$ cat src/rtl/uart_stream_ctrl.sv
// Bridges a byte stream to a register-mapped UART: queues TX bytes, polls STATUS,
// writes TXDATA/CTRL, and forwards received bytes with a valid/ready handshake.
module uart_stream_ctrl #(
    parameter int                    CSR_ADDR_W  = 4,
    parameter int                    CSR_DATA_W  = 32,
    parameter int                    FIFO_DEPTH  = 4,
    parameter logic [CSR_ADDR_W-1:0] ADDR_CTRL   = 0,
    parameter logic [CSR_ADDR_W-1:0] ADDR_STATUS = 1,
    parameter logic [CSR_ADDR_W-1:0] ADDR_TXDATA = 2,
    parameter logic [CSR_ADDR_W-1:0] ADDR_RXDATA = 3
) (
    input  logic                  clk,
    input  logic                  rst_n,
    input  logic [7:0]            tx_data,
    input  logic                  tx_valid,
    output logic                  tx_ready,
    output logic [7:0]            rx_data,
    output logic                  rx_valid,
    input  logic                  rx_ready,
    output logic [CSR_ADDR_W-1:0] csr_wr_addr,
    output logic [CSR_DATA_W-1:0] csr_wr_data,
    output logic                  csr_wen,
    output logic [CSR_ADDR_W-1:0] csr_rd_addr,
    output logic                  csr_ren,
    input  logic [CSR_DATA_W-1:0] csr_rd_data,
    output logic                  parity_err,
    output logic [7:0]            parity_err_cnt
);

    localparam int PTR_W = (FIFO_DEPTH > 1) ? $clog2(FIFO_DEPTH) : 1;

    localparam logic [PTR_W-1:0]      PTR_ONE    = 1;
    localparam logic [PTR_W:0]        CNT_ONE    = 1;
    localparam logic [PTR_W:0]        CNT_ZERO   = 0;
    localparam logic [PTR_W:0]        CNT_FULL   = (PTR_W + 1)'(FIFO_DEPTH);
    localparam logic [CSR_DATA_W-1:0] CTRL_START = 1;

    localparam logic [3:0] IDLE    = 4'd0;
    localparam logic [3:0] ST_RD   = 4'd1;
    localparam logic [3:0] ST_CAP  = 4'd2;
    localparam logic [3:0] TX_WR   = 4'd3;
    localparam logic [3:0] TX_GO   = 4'd4;
    localparam logic [3:0] TXW_RD  = 4'd5;
    localparam logic [3:0] TXW_CAP = 4'd6;
    localparam logic [3:0] RX_RD   = 4'd7;
    localparam logic [3:0] RX_CAP  = 4'd8;
    localparam logic [3:0] RX_OUT  = 4'd9;

    logic [3:0]       state_reg, state_next;
    logic [7:0]       fifo_mem [FIFO_DEPTH];
    logic [PTR_W-1:0] wr_ptr_reg, rd_ptr_reg;
    logic [PTR_W:0]   count_reg, count_next;
    logic             tx_ready_reg;
    logic [7:0]       rx_data_reg;
    logic             rx_valid_reg;
    logic             parity_err_reg;
    logic [7:0]       parity_cnt_reg;

    logic push, pop;
    logic sts_busy, sts_sent, sts_rx_valid, sts_parity;
    logic status_cap;
    logic unused_rd_bits;

    assign sts_busy     = csr_rd_data[0];
    assign sts_sent     = csr_rd_data[1];
    assign sts_rx_valid = csr_rd_data[2];
    assign sts_parity   = csr_rd_data[3];
    assign unused_rd_bits = ^csr_rd_data[CSR_DATA_W-1:8];

    assign push       = tx_valid && tx_ready_reg;
    // Only TX_WR pops, and it is entered only with a non-empty FIFO.
    assign pop        = (state_reg == TX_WR);
    assign status_cap = (state_reg == ST_CAP) || (state_reg == TXW_CAP);

    always_comb begin
        count_next = count_reg;
        if (push && !pop) begin
            count_next = count_reg + CNT_ONE;
        end else if (!push && pop) begin
            count_next = count_reg - CNT_ONE;
        end
    end

    always_ff @(posedge clk) begin
        if (push) begin
            fifo_mem[wr_ptr_reg] <= tx_data;
        end
    end

    always_ff @(posedge clk or negedge rst_n) begin
        if (!rst_n) begin
            wr_ptr_reg   <= '0;
            rd_ptr_reg   <= '0;
            count_reg    <= '0;
            tx_ready_reg <= 1'b0;
        end else begin
            if (push) begin
                wr_ptr_reg <= wr_ptr_reg + PTR_ONE;
            end
            if (pop) begin
                rd_ptr_reg <= rd_ptr_reg + PTR_ONE;
            end
            count_reg <= count_next;
            // Registered from the next count, so a pop while full does not admit a push that cycle.
            tx_ready_reg <= (count_next != CNT_FULL);
        end
    end

    always_comb begin
        state_next = state_reg;
        case (state_reg)
            IDLE:    if (!rx_valid_reg) state_next = ST_RD;
            ST_RD:   state_next = ST_CAP;
            ST_CAP: begin
                if (sts_rx_valid) begin
                    state_next = RX_RD;
                end else if ((count_reg != CNT_ZERO) && !sts_busy) begin
                    state_next = TX_WR;
                end else begin
                    state_next = IDLE;
                end
            end
            TX_WR:   state_next = TX_GO;
            TX_GO:   state_next = TXW_RD;
            TXW_RD:  state_next = TXW_CAP;
            TXW_CAP: state_next = sts_sent ? IDLE : TXW_RD;
            RX_RD:   state_next = RX_CAP;
            RX_CAP:  state_next = RX_OUT;
            RX_OUT:  if (rx_ready) state_next = IDLE;
            default: state_next = IDLE;
        endcase
    end

    always_ff @(posedge clk or negedge rst_n) begin
        if (!rst_n) begin
            state_reg      <= IDLE;
            rx_data_reg    <= '0;
            rx_valid_reg   <= 1'b0;
            parity_err_reg <= 1'b0;
            parity_cnt_reg <= '0;
        end else begin
            state_reg <= state_next;
            if (state_reg == RX_CAP) begin
                rx_data_reg  <= csr_rd_data[7:0];
                rx_valid_reg <= 1'b1;
            end else if ((state_reg == RX_OUT) && rx_ready) begin
                rx_valid_reg <= 1'b0;
            end
            if (status_cap && sts_parity) begin
                parity_err_reg <= 1'b1;
                if (parity_cnt_reg != 8'hFF) begin
                    parity_cnt_reg <= parity_cnt_reg + 8'd1;
                end
            end
        end
    end

    // CSR strobes decode straight from the state, so each access lasts exactly one state.
    always_comb begin
        csr_wen     = 1'b0;
        csr_wr_addr = '0;
        csr_wr_data = '0;
        csr_ren     = 1'b0;
        csr_rd_addr = '0;
        case (state_reg)
            ST_RD, TXW_RD: begin
                csr_ren     = 1'b1;
                csr_rd_addr = ADDR_STATUS;
            end
            RX_RD: begin
                csr_ren     = 1'b1;
                csr_rd_addr = ADDR_RXDATA;
            end
            TX_WR: begin
                csr_wen     = 1'b1;
                csr_wr_addr = ADDR_TXDATA;
                csr_wr_data = {{(CSR_DATA_W-8){1'b0}}, fifo_mem[rd_ptr_reg]};
            end
            TX_GO: begin
                csr_wen     = 1'b1;
                csr_wr_addr = ADDR_CTRL;
                csr_wr_data = CTRL_START;
            end
            default: begin
            end
        endcase
    end

    assign tx_ready       = tx_ready_reg;
    assign rx_data        = rx_data_reg;
    assign rx_valid       = rx_valid_reg;
    assign parity_err     = parity_err_reg;
    assign parity_err_cnt = parity_cnt_reg;

endmodule

$ cat config.mk
export PLATFORM = sky130hd
export DESIGN_NAME = uart_stream_ctrl
export DESIGN_NICKNAME = d
export VERILOG_FILES = /design/src/rtl/uart_stream_ctrl.sv
export SDC_FILE = /design/constraint.sdc
export NUM_CORES = 1
export LEC_CHECK = 0
export ABC_AREA = 1
export BUFFER_PORTS_ARGS = -buffer_cell sky130_fd_sc_hd__buf_2
export CORE_MARGIN = 8
export CORE_UTILIZATION = 30
export CTS_CLUSTER_DIAMETER = 50
export DETAILED_ROUTE_END_ITERATION = 7
export GPL_TIMING_DRIVEN = 0
export PLACE_DENSITY = 0.57
export SLEW_MARGIN = 20
export SYNTH_ARGS = -nofsm -noshare
export SYNTH_HDL_FRONTEND = slang
export SYNTH_SLANG_ARGS = --single-unit
$ cat constraint.sdc
create_clock -name clk -period 3.78 [get_ports clk]
set_input_delay 0.378 -clock clk [delete_from_list [all_inputs] [get_ports clk]]
set_output_delay 0.378 -clock clk [all_outputs]
set_load 0.01 [all_outputs]
==> results.sh, run 1 <==
export IMPL_p_leak_nw=1.87
export IMPL_crit_fanout=10
export IMPL_grt_pass1_wl_mm=10.1
export IMPL_synth_cells=314
export IMPL_max_slew_worst_pin_slew_ps=836
export IMPL_synth_cell_types=26
export IMPL_fmax_ghz=0.441
export IMPL_fin_setup_tns_ps=0
export IMPL_final_hold_viol_count=0
export IMPL_drt_iter0_drc=80
export IMPL_post_cts_buffers=0
export IMPL_critPathSlowestCell="clkbuf_1"
export IMPL_ir_worst_vdd_v=0.000234
export IMPL_synth_warnings=0
export IMPL_drv_slew=0
export IMPL_drv_cap=0
export IMPL_finalSetupViolations=0
export IMPL_grt_max_degree=31
export IMPL_area_delta_synth_final_pct=23.3
export IMPL_top_layer_used="met4"
export IMPL_root_buffer="clkbuf_8"
export IMPL_largest_register_ffs=32
export IMPL_path_delay_family="buffers and inverters"
export IMPL_cts_resized=0
export IMPL_ant_nets=0
export IMPL_place_port_buffers=51
export IMPL_skew_ps=6.22
export IMPL_cpPeakStageDelay_ps=370
export IMPL_power_density_mw_per_mm2=452
export IMPL_wl_met2_mm=3.03
export IMPL_wl_per_cell_um=11.8
export IMPL_rsz0062_at_grt="no"
export IMPL_place_hpwl_mm=4.75
export IMPL_drc=0
export IMPL_track_usage_pct=9.76
export IMPL_required_ps=3400
export IMPL_critPathArrivalTime_ps=1890
export IMPL_htree_levels=3
export IMPL_wl_met1_mm=2.79
export IMPL_cp_common_cell="buf_2"
export IMPL_fin_area_mm2=0.00377
export IMPL_numCtsBuffers=9
export IMPL_mostFrequentLayoutCell="buf_2"
export IMPL_tritoncts="built"
export IMPL_antenna_found_initial=0
export IMPL_vias=2186
export IMPL_clkTransAtPathRegs_ps=70
export IMPL_yosysSeqAreaShare_pct=56.0
export IMPL_fin_crit_ps=2270
export IMPL_endpoint_kind="primary output"
export IMPL_drive_above_1_share_pct=27.9
export IMPL_status="finished, final reports clean"
export IMPL_synth_seq_cells=62
export IMPL_slew_limit_headroom_pct=44.1
export IMPL_dieArea_mm2=0.0137
export IMPL_avgSynthCellArea_um2=9.74
export IMPL_min_period_over_period_pct=60.0
export IMPL_ios=105
export IMPL_vias_per_cell=4.01
export IMPL_insertion_delay_ps=330
export IMPL_initial_utilization_pct=30.3
export IMPL_hold_ws_ps=83.6
export IMPL_mappedNetlistArea_mm2=0.00306
export IMPL_placed_cell_area_mm2=0.00359
export IMPL_grt_pass1_vias=2188
export IMPL_layout_common_cells="buf_2 (54), nand2_1 (52), nor2_1 (49)"
export IMPL_core_area_mm2=0.0101
export IMPL_nNetsFinal=456
export IMPL_firstDrtPassIters=4
export IMPL_cp_num_buf_inv=4
export IMPL_start_kind="flop"
export IMPL_die_h_um=117
export IMPL_clkSinkCount=62
export IMPL_drt_total_wl_mm=6.45
export IMPL_path_cells="buf_2, inv_2, clkbuf_1, o21ai_0, a21oi_1, buf_2"
export IMPL_route_met3_wl_um=606
export IMPL_placement_rows=37
export IMPL_clk_path_buf_depth=2
export IMPL_die_w_um=117
export IMPL_grt_overflow=0
export IMPL_hold_class="in -> async"
export IMPL_antenna_cells=0
export IMPL_crit_type="reg -> out"
export IMPL_hold_buffers=0
export IMPL_gp_congestion=0.783
cells in the mapped netlist (all sizes together):
library cell	n	area, um2
a21oi	8	40.0
buf	35	263
clkbuf	1	3.75
conb	1	3.75
dfrtp	30	751
edfxtp	32	961
ha	8	100
inv	30	113
mux2	6	82.6
nand2	56	220
nand3	12	60.1
nand3b	5	37.5
nor2	51	201
nor3	5	25.0
o2111ai	1	8.76
o21ai	24	120
o22ai	3	18.8
or2	1	6.26
xor2	5	43.8
per-layer routing:
| metal | global-route usage (%) | vias to the layer above |
|---|---|---|
| met5 | 0 | - |
| met4 | 3.33 | 0 |
| met3 | 4.36 | 2 |
| met2 | 15.7 | 76 |
| met1 | 11.3 | 961 |
| li1 | - | 1147 |
where the power goes:
| part | total (mW) | internal, mW | leakage, nW | switching, mW |
|---|---|---|---|---|
| registers | 0.861 | 0.824 | 0.655 | 0.0375 |
| logic | 0.306 | 0.109 | 1.13 | 0.196 |
| clock network | 0.539 | 0.299 | 0.0884 | 0.240 |
| total | 1.71 | 1.23 | 1.87 | 0.474 |
logic make-up (layout without fill, tap and decap cells):
kind of cell,count (synthesis),in the layout,share of synthesized area (%)
buffers and inverters,66,133,12.4
AND/OR/NAND/NOR,130,130,18.0
other,1,29,0.123
AO/OA/AOI/OAI,36,36,6.14
adder cells (fa/ha/maj),8,8,3.27
multiplexers,6,6,2.70
flip-flops,62,62,56.0
XOR/XNOR,5,5,1.43
final timing paths:
path | cells past startpoint | from | endpoint | slack, ps
max | 6 | rd_ptr_reg[0]$_DFFE_PN0P_ | csr_wr_data[7] | 1510
min | 1 | rst_n | rx_data[1]$_DFFE_PN0P_ | 80
max reg2reg | 4 | wr_ptr_reg[0]$_DFFE_PN0P_ | fifo_mem[0][7]$_DFFE_PP_ | 2060
min reg2reg | 1 | parity_err$_DFFE_PN0P_ | parity_err$_DFFE_PN0P_ | 480
max in group asynchronous | 1 | rst_n | count_reg[1]$_DFF_PN0_ | 3250
min in group clk | 1 | tx_data[0] | fifo_mem[3][0]$_DFFE_PP_ | 260
layout make-up:
cell class,count,area [um2]
Clock buffer,11,131
Multi-Input combinational cell,214,1070
Tap cell,136,170
Sequential cell,62,1710
Fill cell,1025,6320
Buffer,36,267
Timing Repair Buffer,51,255
Clock inverter,5,50.0
Inverter,30,113
per-stage QoR:
| step | power [mW] | worst slack, ps | utilization [%] | instances |
|---|---|---|---|---|
| global placement | 1.17 | 1840 | 35.6 | 529 |
| finish | 1.71 | 1510 | 37.4 | 545 |
| detailed placement | 1.18 | 1890 | 35.6 | 529 |
| floorplan | 1.09 | 2250 | - | 342 |
| global route | 1.82 | 1400 | 37.4 | 545 |
| CTS | 1.73 | 1510 | 37.4 | 545 |
Note: power is estimated with default switching activity, not from simulation.
==> run 2: changes to the inputs <==
==> constraint.sdc (replaced) <==
create_clock -name clk -period 2.1 [get_ports clk]
set_input_delay 0.21 -clock clk [delete_from_list [all_inputs] [get_ports clk]]
set_output_delay 0.21 -clock clk [all_outputs]
set_load 0.01 [all_outputs]
==> run 2 against run 1 <==
Net effect:
- hold slack improved by 13 ps
- die area unchanged
- final area increased by 0.17%
- worst setup slack got worse by 1400 ps
- via count decreased by 0.64%
- clock skew increased by 1.5 ps
- final cell count unchanged
- critical path depth increased by 1
- wire length decreased by 0.76%
- non-clock buffer count unchanged
- global-route usage decreased by 0.066 points
==> results.sh, run 2 (same netlist as run 1, synthesis figures left out) <==
export IMPL_status="finished, final reports clean"
export IMPL_drt_iter0_drc=78
export IMPL_die_h_um=117
export IMPL_grt_pass1_wl_mm=10.1
export IMPL_critPathArrivalTime_ps=1730
export IMPL_nNetsFinal=456
export IMPL_p_leak_nw=1.88
export IMPL_dieArea_mm2=0.0137
export IMPL_p_clk_share_pct=31.6
export IMPL_core_area_mm2=0.0101
export IMPL_layout_common_cells="buf_2 (54), nand2_1 (52), nor2_1 (49)"
export IMPL_start_kind="flop"
export IMPL_htree_levels=3
export IMPL_crit_type="reg -> out"
export IMPL_dp_slack_ps=375
export IMPL_ir_worst_vdd_v=0.000421
export IMPL_slew_limit_headroom_pct=45.5
export IMPL_combPwrFrac_pct=17.9
export IMPL_required_ps=1890
export IMPL_antenna_cells=0
export IMPL_register_area_mm2=0.00171
export IMPL_initial_utilization_pct=30.3
export IMPL_ios=105
export IMPL_numCtsBuffers=9
export IMPL_cts_resized=0
export IMPL_hold_class="in -> reg"
export IMPL_p_sw_uw=853
export IMPL_vias=2172
export IMPL_skew_ps=7.70
export IMPL_power_density_mw_per_mm2=813
export IMPL_min_period_over_period_pct=92.4
export IMPL_p_seq_share_pct=50.4
export IMPL_final_hold_viol_count=0
export IMPL_die_w_um=117
export IMPL_insertion_delay_ps=330
export IMPL_p_int_mw=2.22
export IMPL_grt_overflow=0
export IMPL_track_usage_pct=9.69
export IMPL_root_buffer="clkbuf_8"
export IMPL_vias_per_cell=3.99
export IMPL_grt_pass1_vias=2209
export IMPL_sw_frac_of_total_pct=27.8
export IMPL_place_port_buffers=51
export IMPL_place_hpwl_mm=4.75
export IMPL_ant_nets=0
export IMPL_wl_per_cell_um=11.7
export IMPL_clkSinkCount=62
export IMPL_placement_rows=37
export IMPL_gp_congestion=0.783
export IMPL_area_delta_synth_final_pct=23.5
export IMPL_max_slew_worst_pin_slew_ps=814
export IMPL_tritoncts="built"
export IMPL_fill_cells=1023
export IMPL_crit_fanout=10
export IMPL_drv_cap=0
export IMPL_fmax_ghz=0.515
export IMPL_finalSetupViolations=0
export IMPL_drc=0
export IMPL_layout_setup_ws_ps=160
export IMPL_drive_above_1_share_pct=27.9
export IMPL_antenna_found_initial=0
export IMPL_endpoint_kind="primary output"
export IMPL_clkTransAtPathRegs_ps=60
export IMPL_fin_setup_tns_ps=0
export IMPL_largest_register_ffs=32
export IMPL_post_cts_buffers=0
export IMPL_grt_max_degree=31
export IMPL_mostFrequentLayoutCell="buf_2"
export IMPL_drv_slew=0
export IMPL_firstDrtPassIters=4
export IMPL_multiInputGateArea_mm2=0.00107
export IMPL_drt_total_wl_mm=6.40
export IMPL_clk_path_buf_depth=2
export IMPL_rsz0062_at_grt="no"
export IMPL_fin_crit_ps=1940
## run 2: cell count changes in the layout (fill, tap and decap cells not counted)
| cell | delta |
|---|---|
| clkbuf_1 | -1 |
| dlygate4sd3_1 | +1 |
## run 2: final cells by class
type                    instances  share of cell area [%]
inverters                      30                    2.98
multi-input cells             214                    28.4
flip-flops and latches         62                    45.3
clock buffers                  11                    3.48
clock inverters                 5                    1.32
well taps                     136                    4.50
repair buffers                 52                    7.02
plain buffers                  35                    6.96
## run 2: worst paths after layout
check | startpoint | slack, ps | cells after the start | to
max reg2reg | wr_ptr_reg[0]$_DFFE_PN0P_ | 400 | 4 | fifo_mem[0][7]$_DFFE_PP_
min | tx_data[7] | 100 | 1 | fifo_mem[3][7]$_DFFE_PP_
min in group asynchronous | rst_n | 450 | 2 | rx_data[1]$_DFFE_PN0P_
min reg2reg | parity_err$_DFFE_PN0P_ | 480 | 1 | parity_err$_DFFE_PN0P_
max in group asynchronous | rst_n | 1200 | 2 | count_reg[2]$_DFF_PN0_
max | rd_ptr_reg[0]$_DFFE_PN0P_ | 160 | 7 | csr_wr_data[5]
## run 2: worst max-delay path, stage by stage, from the launching register on
cell	delay (ps)
dfrtp_1	310
buf_2	200
buf_2	290
nor2_1	80
nor2_1	90
o21ai_0	80
a21oi_1	170
buf_2	170
## run 2: repair_timing
item | in CTS | in global routing
endpoints found under the setup margin | 1 | 0
hold endpoints to repair | 30 | 0
hold buffers | 1 | 0
## run 2: power groups by stage
| stage | logic (mW) | registers [mW] | clock network [mW] |
|---|---|---|---|
| 6_report | 0.550 | 1.55 | 0.972 |
| 5_1_grt | 0.651 | 1.57 | 1.05 |
| 4_1_cts | 0.557 | 1.55 | 1.00 |
| 3_5_place_dp | 0.553 | 1.58 | 0 |
| 3_3_place_gp | 0.536 | 1.57 | 0 |
| 2_1_floorplan | 0.397 | 1.56 | 0 |
## run 2: routing by layer
layer	wire, um	track usage [%]	vias up
met3	596	4.36	2
met5	0	0	-
met2	2970	15.9	71
met1	2810	11.0	952
li1	-	-	1147
met4	19	3.33	0
## run 2: through the flow
stage | instance area [um2] | hold WS [ps] | util, % | cells | power [mW]
2_1_floorplan | 3160 | -85.6 | - | 342 | 1.96
3_3_place_gp | 3590 | 292 | 35.6 | 529 | 2.11
3_5_place_dp | 3590 | 299 | 35.6 | 529 | 2.13
4_1_cts | 3780 | 77.7 | 37.4 | 545 | 3.11
5_1_grt | 3780 | 81.0 | 37.4 | 545 | 3.27
6_report | 3780 | 96.7 | 37.4 | 545 | 3.07
==> run 3: changes to the inputs <==
--- a/config.mk
+++ b/config.mk
@@ -7,12 +7,15 @@
 export LEC_CHECK = 0
 export ABC_AREA = 1
 export BUFFER_PORTS_ARGS = -buffer_cell sky130_fd_sc_hd__buf_2
+export CELL_PAD_IN_SITES_DETAIL_PLACEMENT = 1
+export CELL_PAD_IN_SITES_GLOBAL_PLACEMENT = 2
 export CORE_MARGIN = 8
 export CORE_UTILIZATION = 30
 export CTS_CLUSTER_DIAMETER = 50
 export DETAILED_ROUTE_END_ITERATION = 7
 export GPL_TIMING_DRIVEN = 0
-export PLACE_DENSITY = 0.57
+export PLACE_DENSITY = 0.85
+export SKIP_CTS_REPAIR_TIMING = 1
 export SLEW_MARGIN = 20
 export SYNTH_ARGS = -nofsm -noshare
 export SYNTH_HDL_FRONTEND = slang
==> run 3 against run 2 <==
Net effect:
- clock-buffer cell count is 1 lower
- die area stayed put
- largest power group unchanged
- worst setup slack worse by 5.2 ps
- largest cell class unchanged
- clock power is 8.5% lower
- register-to-register slack worse by 20 ps
- flip-flop and latch count stayed put
- global-route usage is 2.0 points higher
- total power is 2.0% lower
- clock skew is 1.2 ps higher
- first-iteration DRC count is 45% lower
- hold slack worse by 1.4 ps
- final cell count is 0.18% higher
==> results.sh, run 3 (same netlist as run 1, synthesis figures left out) <==
export IMPL_status="finished, final reports clean"
export IMPL_power_mw=3.01
export IMPL_p_sw_uw=903
export IMPL_max_slew_worst_pin_slew_ps=816
export IMPL_layout_common_cells="nand2_1 (52), buf_2 (52), nor2_1 (49)"
export IMPL_nNetsFinal=457
export IMPL_critPathArrivalTime_ps=1740
export IMPL_p_leak_nw=1.87
export IMPL_ant_nets=0
export IMPL_grt_pass1_vias=2559
export IMPL_grt_pass1_wl_mm=12.3
export IMPL_wl_per_cell_um=13.7
export IMPL_p_int_mw=2.11
export IMPL_min_period_over_period_pct=92.6
export IMPL_fin_crit_ps=1950
export IMPL_die_w_um=117
export IMPL_placement_rows=37
export IMPL_core_area_mm2=0.0101
export IMPL_numCtsBuffers=9
export IMPL_place_hpwl_mm=5.75
export IMPL_vias=2292
export IMPL_sw_frac_of_total_pct=30.0
export IMPL_dieArea_mm2=0.0137
export IMPL_p_clk_share_pct=29.6
export IMPL_grt_max_degree=31
export IMPL_drt_iter0_drc=43
export IMPL_grt_overflow=0
export IMPL_fmax_ghz=0.514
export IMPL_die_h_um=117
export IMPL_area_delta_synth_final_pct=23.5
export IMPL_vias_per_cell=4.20
export IMPL_hold_ws_ps=95.4
export IMPL_skew_ps=8.86
export IMPL_clk_path_buf_depth=2
export IMPL_finalSetupViolations=0
export IMPL_stdcell_count=546
export IMPL_fin_area_mm2=0.00378
export IMPL_drv_slew=0
export IMPL_dp_slack_ps=319
export IMPL_post_place_cells=529
export IMPL_drt_total_wl_mm=7.51
export IMPL_endpoint_kind="primary output"
export IMPL_initial_utilization_pct=30.3
export IMPL_clkTransAtPathRegs_ps=70
export IMPL_ir_worst_vdd_v=0.000288
export IMPL_required_ps=1890
export IMPL_firstDrtPassIters=4
export IMPL_final_hold_viol_count=0
export IMPL_place_port_buffers=51
export IMPL_antenna_cells=0
export IMPL_start_kind="flop"
export IMPL_crit_fanout=6
export IMPL_power_density_mw_per_mm2=796
export IMPL_combPwrFrac_pct=18.8
export IMPL_hold_class="in -> reg"
export IMPL_tritoncts="built"
export IMPL_track_usage_pct=11.7
export IMPL_p_seq_share_pct=51.7
export IMPL_drive_above_1_share_pct=29.0
export IMPL_root_buffer="clkbuf_8"
export IMPL_antenna_found_initial=0
export IMPL_rsz0062_at_grt="no"
export IMPL_crit_type="reg -> out"
export IMPL_slew_limit_headroom_pct=45.4
export IMPL_clkSinkCount=62
export IMPL_placed_cell_area_mm2=0.00359
export IMPL_insertion_delay_ps=330
export IMPL_htree_levels=3
export IMPL_gp_congestion=0.748
export IMPL_drv_cap=0
export IMPL_layout_setup_ws_ps=155
export IMPL_ios=105
export IMPL_drc=0
export IMPL_largest_register_ffs=32
==> run 3: changes by cell type in the layout (fill, tap and decap cells not counted), moves of 2 or more <==
cell | previous run | this run
buf_2 | 54 | 52
clkbuf_4 | 0 | 3
clkinv_2 | 1 | 3
clkinv_1 | 2 | 0
clkinvlp_4 | 1 | 3
==> run 3: cell type report <==
class	count	area, um2
fill	1240	6310
sequential	62	1710
multi-input combinational	214	1070
buffer	36	275
timing repair buffer	52	265
tap	136	170
clock buffer	10	128
inverter	30	116
clock inverter	6	38.8
==> run 3: layer usage <==
layer	part of all wire, %	GRT usage, %	routed length, um	vias to the layer above
met4	0.73	2.82	55	0
met1	43	13.4	3190	1074
li1	-	-	-	1139
met2	48	19.9	3620	71
met3	8.5	4.98	640	8
met5	0	0	0	-
==> run 3: critical path, stage by stage (launching register included) <==
cell and delay [ps]:
dfrtp_1 470, inv_2 120, nand2_1 150, nor3_1 240
nor2_1 140, nor2_1 140, buf_2 140
==> run 3: metrics by stage <==
step | setup TNS (ps) | util, %
after floorplan | 0 | -
after CTS | -153 | 37.2
final | 0 | 37.4
after global routing | 0 | 37.4
after detailed placement | 0 | 35.6
after global placement | 0 | 35.6
==> run 3: final timing paths <==
kind | start | cells past startpoint | endpoint | slack, ps
worst max-delay path | state_reg[3]$_DFFE_PN0P_ | 6 | csr_wr_data[0] | 150
max in group asynchronous | rst_n | 2 | state_reg[0]$_DFFE_PN0P_ | 1180
worst min register to register | parity_err$_DFFE_PN0P_ | 1 | parity_err$_DFFE_PN0P_ | 490
min in group asynchronous | rst_n | 2 | rx_data[0]$_DFFE_PN0P_ | 460
worst min-delay path | tx_data[3] | 1 | fifo_mem[1][3]$_DFFE_PP_ | 100
worst max register to register | wr_ptr_reg[0]$_DFFE_PN0P_ | 4 | fifo_mem[2][0]$_DFFE_PP_ | 380
==> run 3: power by group through the flow <==
stage	logic [mW]	registers (mW)	clock network [mW]
2_1_floorplan	0.397	1.56	0
3_3_place_gp	0.542	1.57	0
3_5_place_dp	0.574	1.58	0
4_1_cts	0.578	1.56	0.922
5_1_grt	0.671	1.57	0.977
6_report	0.565	1.55	0.889
